==> src/rtl/sram_d_obi_arb.sv <==
// Two-master round-robin OBI arbiter in front of the SRAM wrapper data port.
// Optional perf counters are enabled with `define SRAM_ARB_PERF_EN.
module sram_d_obi_arb #(
    parameter int MAX_OUTSTANDING = 2,
    parameter int ADDR_W          = 32
) (
    input  logic              clk_i,
    input  logic              rst_ni,
    input  logic              m0_req_i,
    output logic              m0_gnt_o,
    input  logic [ADDR_W-1:0] m0_addr_i,
    input  logic              m0_we_i,
    input  logic [3:0]        m0_be_i,
    input  logic [31:0]       m0_wdata_i,
    output logic              m0_rvalid_o,
    output logic [31:0]       m0_rdata_o,
    output logic              m0_err_o,
    input  logic              m1_req_i,
    output logic              m1_gnt_o,
    input  logic [ADDR_W-1:0] m1_addr_i,
    input  logic              m1_we_i,
    input  logic [3:0]        m1_be_i,
    input  logic [31:0]       m1_wdata_i,
    output logic              m1_rvalid_o,
    output logic [31:0]       m1_rdata_o,
    output logic              m1_err_o,
    output logic              sram_d_req_o,
    input  logic              sram_d_gnt_i,
    output logic [ADDR_W-1:0] sram_d_addr_o,
    output logic              sram_d_we_o,
    output logic [3:0]        sram_d_be_o,
    output logic [31:0]       sram_d_wdata_o,
    input  logic              sram_d_rvalid_i,
    input  logic [31:0]       sram_d_rdata_i,
    input  logic              illegal_memory_i,
    output logic              spurious_rvalid_o
`ifdef SRAM_ARB_PERF_EN
    ,
    output logic [31:0]       perf_m0_gnt_o,
    output logic [31:0]       perf_m1_gnt_o,
    output logic [31:0]       perf_conflict_o
`endif
);

    localparam int IDX_W = $clog2(MAX_OUTSTANDING);
    localparam int PTR_W = IDX_W + 1;

    // Entry layout: bit 1 = master id, bit 0 = latched illegal flag.
    logic [1:0]       fifo_q [MAX_OUTSTANDING];
    logic [1:0]       fifo_d [MAX_OUTSTANDING];
    logic [PTR_W-1:0] wr_ptr_q, wr_ptr_d;
    logic [PTR_W-1:0] rd_ptr_q, rd_ptr_d;
    logic             last_m1_q, last_m1_d;
    logic             spur_q, spur_d;

    logic             fifo_empty, fifo_full;
    logic             any_req, sel_m1, handshake, pop;
    logic [1:0]       head;

    assign fifo_empty = (wr_ptr_q == rd_ptr_q);
    assign fifo_full  = (wr_ptr_q[PTR_W-1] != rd_ptr_q[PTR_W-1]) &&
                        (wr_ptr_q[IDX_W-1:0] == rd_ptr_q[IDX_W-1:0]);

    assign any_req = m0_req_i | m1_req_i;
    assign sel_m1  = (m0_req_i & m1_req_i) ? ~last_m1_q : m1_req_i;

    // Full blocks forwarding outright so rvalid never feeds the request path.
    assign sram_d_req_o = any_req & ~fifo_full & rst_ni;
    assign handshake    = sram_d_req_o & sram_d_gnt_i;
    assign m0_gnt_o     = handshake & ~sel_m1;
    assign m1_gnt_o     = handshake & sel_m1;

    always_comb begin
        sram_d_addr_o  = '0;
        sram_d_we_o    = 1'b0;
        sram_d_be_o    = '0;
        sram_d_wdata_o = '0;
        if (any_req) begin
            sram_d_addr_o  = sel_m1 ? m1_addr_i  : m0_addr_i;
            sram_d_we_o    = sel_m1 ? m1_we_i    : m0_we_i;
            sram_d_be_o    = sel_m1 ? m1_be_i    : m0_be_i;
            sram_d_wdata_o = sel_m1 ? m1_wdata_i : m0_wdata_i;
        end
    end

    assign pop  = sram_d_rvalid_i & ~fifo_empty;
    assign head = fifo_q[rd_ptr_q[IDX_W-1:0]];

    assign m0_rvalid_o = pop & ~head[1];
    assign m1_rvalid_o = pop & head[1];
    assign m0_rdata_o  = m0_rvalid_o ? sram_d_rdata_i : 32'h0;
    assign m1_rdata_o  = m1_rvalid_o ? sram_d_rdata_i : 32'h0;
    assign m0_err_o    = m0_rvalid_o & head[0];
    assign m1_err_o    = m1_rvalid_o & head[0];
    assign spurious_rvalid_o = spur_q;

    always_comb begin
        fifo_d    = fifo_q;
        wr_ptr_d  = wr_ptr_q;
        rd_ptr_d  = rd_ptr_q;
        last_m1_d = last_m1_q;
        spur_d    = spur_q | (sram_d_rvalid_i & fifo_empty);
        if (handshake) begin
            fifo_d[wr_ptr_q[IDX_W-1:0]] = {sel_m1, illegal_memory_i};
            wr_ptr_d  = wr_ptr_q + 1'b1;
            last_m1_d = sel_m1;
        end
        if (pop) begin
            rd_ptr_d = rd_ptr_q + 1'b1;
        end
    end

    always_ff @(posedge clk_i or negedge rst_ni) begin
        if (!rst_ni) begin
            wr_ptr_q  <= '0;
            rd_ptr_q  <= '0;
            last_m1_q <= 1'b1;
            spur_q    <= 1'b0;
        end else begin
            wr_ptr_q  <= wr_ptr_d;
            rd_ptr_q  <= rd_ptr_d;
            last_m1_q <= last_m1_d;
            spur_q    <= spur_d;
        end
    end

    // Entry storage is qualified by the pointers and needs no reset.
    always_ff @(posedge clk_i) begin
        fifo_q <= fifo_d;
    end

`ifdef SRAM_ARB_PERF_EN
    logic [31:0] perf_m0_q, perf_m0_d;
    logic [31:0] perf_m1_q, perf_m1_d;
    logic [31:0] perf_cf_q, perf_cf_d;

    function automatic logic [31:0] sat_inc(input logic [31:0] v);
        return (v == 32'hFFFF_FFFF) ? v : v + 32'd1;
    endfunction

    always_comb begin
        perf_m0_d = m0_gnt_o ? sat_inc(perf_m0_q) : perf_m0_q;
        perf_m1_d = m1_gnt_o ? sat_inc(perf_m1_q) : perf_m1_q;
        perf_cf_d = (m0_req_i & m1_req_i) ? sat_inc(perf_cf_q) : perf_cf_q;
    end

    always_ff @(posedge clk_i or negedge rst_ni) begin
        if (!rst_ni) begin
            perf_m0_q <= '0;
            perf_m1_q <= '0;
            perf_cf_q <= '0;
        end else begin
            perf_m0_q <= perf_m0_d;
            perf_m1_q <= perf_m1_d;
            perf_cf_q <= perf_cf_d;
        end
    end

    assign perf_m0_gnt_o   = perf_m0_q;
    assign perf_m1_gnt_o   = perf_m1_q;
    assign perf_conflict_o = perf_cf_q;
`endif

endmodule

==> config.mk <==
export PLATFORM = sky130hd
export DESIGN_NAME = sram_d_obi_arb
export DESIGN_NICKNAME = d
export VERILOG_FILES = /design/src/rtl/sram_d_obi_arb.sv
export SDC_FILE = /design/constraint.sdc
export NUM_CORES = 1
export LEC_CHECK = 0
export ABC_CLOCK_PERIOD_IN_PS = 1900
export CAP_MARGIN = 5
export CORE_AREA = 4 4 120 122
export CTS_CLUSTER_DIAMETER = 120
export DETAILED_ROUTE_END_ITERATION = 10
export DIE_AREA = 0 0 124 126
export HOLD_SLACK_MARGIN = 0.05
export SLEW_MARGIN = 20
export SYNTH_ARGS = -nofsm -noshare
export SYNTH_HDL_FRONTEND = slang
export SYNTH_SLANG_ARGS = --single-unit
==> constraint.sdc <==
create_clock -name clk_i -period 1.9 [get_ports clk_i]
set_input_delay 0.19 -clock clk_i [delete_from_list [all_inputs] [get_ports clk_i]]
set_output_delay 0.19 -clock clk_i [all_outputs]
set_load 0.01 [all_outputs]
-- Yosys cells after proc, flatten, opt, wreduce, memory -nomap -nowiden
Index checks and enable logic that the tools add are counted.
- register bits after elaboration: 10
- word-level logic and storage cells: 54
- $add $sub $neg: 2
- $lt $le $gt $ge: 3
- equality and inequality tests: 3
- mux-type cells: 17
- bitwise logic cells: 21
- reduce and logical (&&, ||, !) cells: 2
- operator list (operator ; number):
    $mux 32 ; 6
    $and 1x1->1 ; 12
    $mux 2 ; 4
    $mux 4 ; 2
    $not 1->1 ; 5
    $add 2x1->2 const B ; 2
    $bwmux 4 ; 1
    $ge 2x2->1 const B ; 2
    $not 1->2 ; 2
    $mux 1 ; 3
    $demux 2 s1 ; 1
    $eq 2x2->1 ; 1
    $logic_and 1x1->1 ; 2
    $lt 2x1->1 const B ; 1
    $or 1x1->1 ; 2
    $eq 1x1->1 ; 1
    $ne 1x1->1 ; 1

-- Depth between registers and ports, before layout
Gate-level depths: netlist of the first run.
- depth after elaboration: 7
- depth in mapped cells: 6

-- Worst setup path after synthesis of the first run
OpenSTA, ideal clock, no wires.
- path type: reg2out
- start: reg rd_ptr_q[0]
- end: out m0_rdata_o[22]
- data arrival time: 1.467 ns
- slack: 0.243 ns
- cell stages (with the launch flop): 6
- path through: dfrtp_1 > buf_4 > mux2_4 > a211oi_4 > buf_6 > and2_1
- cells in the longest elaborated chain, start to end: 7
- elaborated cells on any way between the ends: 10
- classes of those cells: eq/ne: 1; mux: 4; bitwise: 5
- RTL lines (what ; line ; RTL):
    from (decl) ; 52 ; logic [PTR_W-1:0] rd_ptr_q, rd_ptr_d;
    from (signal assigned) ; 121 ; rd_ptr_q <= rd_ptr_d;
    $not 1->2 (implied by the code) ; 87 ; assign head = fifo_q[rd_ptr_q[IDX_W-1:0]];
    $mux 2 (implied by the code) (3 in a row) ; 87 ;
    $not 1->1 ; 89 ; assign m0_rvalid_o = pop & ~head[1];
    $and 1x1->1 (*) ; 89 ;
    net m0_rvalid_o ; 15 ; output logic m0_rvalid_o,
    $mux 32 (*) ; 91 ; assign m0_rdata_o = m0_rvalid_o ? sram_d_rdata_i : 32'h0;
    to (decl) ; 16 ; output logic [31:0] m0_rdata_o,
The timed path passes the listed nets; every way through them passes the cells marked *. The select of a mux whose other input is x is not followed.

-- Final worst setup path of the first run
- start: reg rd_ptr_q[0]
- end: out m1_rdata_o[15]
- cells in the longest elaborated chain, start to end: 6
- elaborated cells on any way between the ends: 9
- classes of those cells: eq/ne: 1; mux: 4; bitwise: 4
- RTL lines (what ; line ; RTL):
    $not 1->2 (implied by the code) ; 87 ;
    $mux 2 (implied by the code) (3 in a row) ; 87 ;
    $and 1x1->1 (*) ; 90 ; assign m1_rvalid_o = pop & head[1];
    $mux 32 (*) ; 92 ; assign m1_rdata_o = m1_rvalid_o ? sram_d_rdata_i : 32'h0;
    to (decl) ; 25 ; output logic [31:0] m1_rdata_o,
Mark *: on every way between the ends. The rest lies on a longest branch, timed or not. The select of a mux whose other input is x is not followed.

==> results.sh, run 1 <==
export IMPL_status="complete, but fails checks"
export IMPL_syn_inst=344
export IMPL_yosys_warnings=0
export IMPL_finalCriticalPeriod_ns=2.14
export IMPL_cp_cell_sequence="buf_6, mux2i_4, a211oi_4, buf_6, buf_6, buf_16, buf_6, and2_4, buf_6"
export IMPL_synth_top_cell_by_area="nand2_1"
export IMPL_cts_root_buf="clkbuf_16"
export IMPL_synthToLayoutAreaGrowth_pct=207
export IMPL_finalCritPeriodShare=1.13
export IMPL_clock_latency_ns=0.24
export IMPL_worstPathArrival_ns=1.95
export IMPL_synth_top_cell_area_share=0.263
export IMPL_timing_final_ws_setup_ns=-0.245
export IMPL_worstPathMaxFanout=6
export IMPL_gr_total_overflow=0
export IMPL_clock_skew_final_ns=0.00175
export IMPL_dieHeight_um=126
export IMPL_avgViaCountPerCell=4.25
export IMPL_routed_wl_um=14800
export IMPL_layout_commonest_cell="clkdlybuf4s50_1"
export IMPL_critPathTopFamily="buffers and inverters"
export IMPL_power_density_mw_per_mm2=893
export IMPL_clk_pin_slew_ns=0.04
export IMPL_fin_setup_tns_ns=-8.15
export IMPL_grt_first_pass_wirelength_um=19400
export IMPL_worstSetupStartpointType="register"
export IMPL_mappedNetlistNets=521
export IMPL_max_vdd_ir_drop_uv=512
export IMPL_leakagePower_nw=2.93
export IMPL_hold_violations=0
export IMPL_crit_slowest_cell="dfrtp_2"
export IMPL_seq_area_um2=273
export IMPL_tightest_slew_ns=0.396
export IMPL_finalMaxSlewViolations=0
export IMPL_grt_max_degree=69
export IMPL_ys_seq_elements=10
export IMPL_multi_input_area_mm2=0.00176
export IMPL_power_mw=5.49
export IMPL_antenna_found_initial=4
export IMPL_cts_made_buffers=3
export IMPL_hold_class="input pin to asynchronous set/reset pin"
export IMPL_io_buffers=317
export IMPL_rows=42
export IMPL_dr_first_iter_drc_count=112
export IMPL_core_mm2=0.0132
export IMPL_dieArea_mm2=0.0156
export IMPL_die_x_um=124
export IMPL_synth_area_leaders="nand2_1 (26%), and2_1 (18%), o21ai_0 (18%)"
export IMPL_wl_per_cell_um=17.0
export IMPL_max_slew_margin=0.734
export IMPL_drc_errors=0
export IMPL_finalSetupViolations=65
export IMPL_avgSynthCellArea_um2=5.82
export IMPL_cap_viol_max_count=0
export IMPL_vias=3714
export IMPL_place_hpwl_um=10500
export IMPL_start_util=0.152
export IMPL_syn_area_mm2=0.00200
export IMPL_h_tree_depth=1
export IMPL_cts_tree="built"
export IMPL_violations="setup timing"
export IMPL_cpMostUsedCell="buf_6"
export IMPL_clock_sinks=10
export IMPL_ant_nets=0
export IMPL_path_buf_inv=6
export IMPL_cp_required_ns=1.71
export IMPL_nets=871
export IMPL_crit_path_end_kind="output port"
export IMPL_max_stage_delay_ns=0.43
export IMPL_place_congestion=0.838
export IMPL_fmax_ghz=0.466
export IMPL_n_fill_cell=1303
export IMPL_clockBufferDepth=2
export IMPL_track_usage=0.158
export IMPL_ios=318
export IMPL_rsz0062_at_grt="true"
export IMPL_dr_pass1_iters=4
export IMPL_path_class="register to output port"
export IMPL_grt_pass1_vias=3769
export IMPL_layout_drive_gt1_share=0.381
export IMPL_final_cell_mix="clkdlybuf4s50_1 (175), nand2_1 (140), buf_6 (91)"
export IMPL_synthDistinctLibCells=29
export IMPL_seq_area_frac_synth=0.136
-- metrics by stage --
| step | instances | worst slack (ns) | hold slack [ns] | cell area [µm²] | utilization |
|---|---|---|---|---|---|
| 4_1_cts | 864 | -0.250 | 0.434 | 5990 | 0.454 |
| 3_5_place_dp | 830 | -0.290 | 0.527 | 5460 | 0.414 |
| 3_3_place_gp | 830 | -0.257 | 0.495 | 5460 | 0.414 |
| 2_1_floorplan | 344 | 0.243 | -0.106 | 2000 | - |
| 5_1_grt | 873 | -0.297 | 0.437 | 6140 | 0.466 |
| 6_report | 873 | -0.245 | 0.440 | 6140 | 0.466 |
-- synthesized netlist by cell type --
master and n:
nand2_1 140, o21ai_0 71, and2_1 58, clkbuf_1 12
buf_2 11, and2_2 6, buf_6 6, dfrtp_1 5
edfxtp_1 4, mux2i_1 3, nor2_1 3, xor2_1 3
a211oi_4 2, nor3_1 2, o211a_1 2, xnor2_1 2
xnor2_2 2, a21boi_2 1, a21oi_1 1, a31o_2 1
and3_1 1, buf_1 1, buf_4 1, dfstp_2 1
inv_1 1, mux2_2 1, mux2_4 1, o21ai_1 1
o21ai_2 1
-- what timing repair did --
item                                    in CTS  in global routing
gates cloned                                 6                  4
pin swaps                                   26                 23
hold buffers                                 0                  0
gates resized for setup                    455                229
buffers inserted                            24                  5
endpoints found under the setup margin     140                140
-- metal layers --
layer,part of all wire,wire (µm),vias up,global-route usage
met1,0.32,4750,1648,0.140
met4,0.024,359,0,0.0464
met5,0,0,-,0
li1,-,-,1809,-
met3,0.11,1560,21,0.0448
met2,0.55,8140,236,0.330
-- where the power goes --
| part | internal [mW] | leakage (nW) | switching (mW) |
|---|---|---|---|
| clock network | 0.281 | 0.0382 | 0.0962 |
| registers | 0.312 | 0.102 | 0.0784 |
| logic | 2.81 | 2.79 | 1.91 |
| total | 3.40 | 2.93 | 2.08 |
-- layout make-up --
type,count,area share
Timing Repair Buffer,376,0.618
Multi-Input combinational cell,302,0.287
Sequential cell,10,0.0444
Tap cell,176,0.0358
Clock buffer,4,0.0128
Antenna cell,4,0.00163
Inverter,1,0.000611
-- logic make-up after synthesis --
group           synth area share
buf+inv                   0.0912
mux                       0.0281
flops                      0.136
xor+xnor                  0.0381
compound gates             0.227
simple gates               0.480
-- worst paths after layout --
kind / startpoint / end / slack, ns / cells after the start
max in group asynchronous: rst_ni / last_m1_q$_DFFE_PN1P_ / 1.26 / 3
min in group clk_i: spurious_rvalid_o$_DFF_PN0_ / spurious_rvalid_o$_DFF_PN0_ / 0.51 / 1
hold / removal: rst_ni / rd_ptr_q[0]$_DFFE_PN0P_ / 0.44 / 3
setup reg to reg: rd_ptr_q[0]$_DFFE_PN0P_ / fifo_q[2]$_DFFE_PP_ / 0.20 / 7
hold reg to reg: spurious_rvalid_o$_DFF_PN0_ / spurious_rvalid_o$_DFF_PN0_ / 0.51 / 1
setup / recovery: rd_ptr_q[0]$_DFFE_PN0P_ / m1_rdata_o[15] / -0.24 / 9
-- flip-flops by register name (all words and copies together) (netlist names) --
name and cells:
fifo_q 4, last_m1_q 1, rd_ptr_q 2, spurious_rvalid_o 1
wr_ptr_q 2
-- worst register-to-register path: stages (launching register included) --
cell and delay, ns:
dfrtp_2 0.43, buf_6 0.14, buf_4 0.15, xor2_2 0.16
buf_4 0.14, o21ai_2 0.06, buf_4 0.15, nor2_1 0.16
Note: power is estimated with default switching activity, not from simulation.
==> inputs of run 2 (changes only) <==
--- a/config.mk
+++ b/config.mk
@@ -5,12 +5,12 @@
 export SDC_FILE = /design/constraint.sdc
 export NUM_CORES = 1
 export LEC_CHECK = 0
-export ABC_CLOCK_PERIOD_IN_PS = 1900
+export ABC_CLOCK_PERIOD_IN_PS = 1750
 export CAP_MARGIN = 5
-export CORE_AREA = 4 4 120 122
+export CORE_AREA = 4 4 122 124
 export CTS_CLUSTER_DIAMETER = 120
 export DETAILED_ROUTE_END_ITERATION = 10
-export DIE_AREA = 0 0 124 126
+export DIE_AREA = 0 0 126 128
 export HOLD_SLACK_MARGIN = 0.05
 export SLEW_MARGIN = 20
 export SYNTH_ARGS = -nofsm -noshare
==> constraint.sdc (replaced) <==
create_clock -name clk_i -period 1.75 [get_ports clk_i]
set_input_delay 0.175 -clock clk_i [delete_from_list [all_inputs] [get_ports clk_i]]
set_output_delay 0.175 -clock clk_i [all_outputs]
set_load 0.01 [all_outputs]
==> results.sh, run 2 (synthesis gave the netlist of run 1 again) <==
export IMPL_ios=318
export IMPL_cts_hold_buf=0
export IMPL_worstPathArrival_ns=1.89
export IMPL_clock_sinks=10
export IMPL_dieHeight_um=128
export IMPL_ant_nets=0
export IMPL_grt_first_pass_wirelength_um=19700
export IMPL_n_fill_cell=1310
export IMPL_avgViaCountPerCell=4.28
export IMPL_path_class="register to output port"
export IMPL_rows=43
export IMPL_core_mm2=0.0138
export IMPL_crit_path_end_kind="output port"
export IMPL_gr_total_overflow=0
export IMPL_worstPathMaxFanout=7
export IMPL_cts_made_buffers=3
export IMPL_status="complete, but fails checks"
export IMPL_regMostFlops="fifo_q"
export IMPL_cts_tree="built"
export IMPL_final_cell_mix="clkdlybuf4s50_1 (175), nand2_1 (110), buf_6 (98)"
export IMPL_dpl_cell_area_mm2=0.00558
export IMPL_max_stage_delay_ns=0.42
export IMPL_finalMaxSlewViolations=0
export IMPL_rsz0062_at_grt="true"
export IMPL_place_congestion=0.859
export IMPL_place_ws_ns=-0.434
export IMPL_dp_cells=842
export IMPL_top_regs="fifo_q x4, rd_ptr_q x2, wr_ptr_q x2"
export IMPL_grt_max_degree=64
export IMPL_worstSetupStartpointType="register"
export IMPL_clk_pin_slew_ns=0.04
export IMPL_hold_class="input pin to asynchronous set/reset pin"
export IMPL_start_util=0.145
export IMPL_dr_pass1_iters=4
export IMPL_wl_per_cell_um=17.5
export IMPL_finalCritPeriodShare=1.18
export IMPL_finalCriticalPeriod_ns=2.06
export IMPL_dieArea_mm2=0.0161
export IMPL_crit_slowest_cell="dfrtp_1"
export IMPL_dr_first_iter_drc_count=68
export IMPL_seq_area_um2=272
export IMPL_vias=3849
export IMPL_antenna_found_initial=3
export IMPL_h_tree_depth=1
export IMPL_post_route_cell_area_mm2=0.00675
export IMPL_drc_errors=0
export IMPL_max_vdd_ir_drop_uv=478
export IMPL_clock_skew_final_ns=0.000667
export IMPL_largest_reg_flops=4
export IMPL_synthToLayoutAreaGrowth_pct=237
export IMPL_tightest_slew_ns=0.366
export IMPL_timing_final_ws_setup_ns=-0.311
export IMPL_multi_input_area_mm2=0.00206
export IMPL_cap_viol_max_count=0
export IMPL_violations="setup timing"
export IMPL_nets=896
export IMPL_fmax_ghz=0.485
export IMPL_io_buffers=317
export IMPL_routed_wl_um=15700
export IMPL_cp_required_ns=1.57
export IMPL_power_density_mw_per_mm2=971
export IMPL_max_slew_margin=0.753
export IMPL_leakagePower_nw=3.11
export IMPL_clockBufferDepth=2
export IMPL_layout_commonest_cell="clkdlybuf4s50_1"
export IMPL_die_x_um=126
export IMPL_cp_cell_sequence="mux2_4, a211oi_4, buf_12, buf_16, buf_6, and2_4, buf_6"
export IMPL_finalSetupViolations=95
export IMPL_hold_violations=0
export IMPL_stdcell_count=899
export IMPL_cts_root_buf="clkbuf_16"
export IMPL_track_usage=0.152
export IMPL_clock_latency_ns=0.24
export IMPL_place_hpwl_um=10900
export IMPL_power_mw=6.55
export IMPL_layout_drive_gt1_share=0.524
export IMPL_cpMostUsedCell="buf_6"
export IMPL_grt_pass1_vias=3781
[run 2: cell count changes in the layout (fill, tap and decap cells not counted), sizes merged]
cell	before	now
clkinv	0	1
clkdlybuf4s15	2	0
buf	126	216
clkbuf	58	11
dlygate4sd1	1	0
diode	4	1
dlymetal6s2s	13	2
dlygate4sd2	5	0
[run 2: critical path: cells and delay by family, from the launching register on]
kind	cells	cell delay [ns]
flops	1	0.42
mux	1	0.34
simple gates	1	0.13
buf+inv	4	0.47
compound gates	1	0.28
[run 2: what timing repair did]
item / in CTS / in global routing
setup endpoints to repair: 140 / 142
setup buffers: 19 / 19
gates cloned: 6 / 13
gates resized for setup: 492 / 413
pin swaps: 27 / 59
[run 2: per-layer routing]
layer / track usage / part of all wire
met1: 0.138 / 0.33
met4: 0.0379 / 0.014
met2: 0.316 / 0.56
met3: 0.0521 / 0.090
met5: 0 / 0.0015
[run 2: path summary, 6_finish.rpt]
| check | depth (start not counted) | endpoint | slack (ns) | startpoint |
|---|---|---|---|---|
| max | 7 | m0_rdata_o[12] | -0.31 | rd_ptr_q[0]$_DFFE_PN0P_ |
| min | 2 | wr_ptr_q[1]$_DFFE_PN0P_ | 0.32 | rst_ni |
| max reg2reg | 7 | last_m1_q$_DFFE_PN1P_ | 0.04 | rd_ptr_q[0]$_DFFE_PN0P_ |
| min reg2reg | 1 | spurious_rvalid_o$_DFF_PN0_ | 0.48 | spurious_rvalid_o$_DFF_PN0_ |
| max in group asynchronous | 2 | last_m1_q$_DFFE_PN1P_ | 1.27 | rst_ni |
| min in group clk_i | 1 | spurious_rvalid_o$_DFF_PN0_ | 0.48 | spurious_rvalid_o$_DFF_PN0_ |
[run 2: per-stage QoR]
| stage | setup TNS (ns) | hold WS [ns] | util |
|---|---|---|---|
| after global placement | -43.20 | 0.465 | 0.405 |
| after detailed placement | -45.41 | 0.483 | 0.405 |
| after global routing | -24.88 | 0.342 | 0.490 |
| final | -17.26 | 0.319 | 0.490 |
| after CTS | -26.46 | 0.316 | 0.428 |
| after floorplan | 0 | -0.121 | - |
[run 2: layout make-up]
class | count | share of cell area
timing repair buffer | 401 | 0.608
multi-input combinational | 302 | 0.306
sequential | 10 | 0.0402
tap | 180 | 0.0334
clock buffer | 3 | 0.0111
clock inverter | 1 | 0.000556
inverter | 1 | 0.000556
antenna | 1 | 0.000371
[run 2: where the power goes]
group | switching, mW | internal [mW] | total, mW
Combinational | 2.31 | 3.41 | 5.72
Sequential | 0.0834 | 0.336 | 0.420
Clock | 0.107 | 0.299 | 0.406
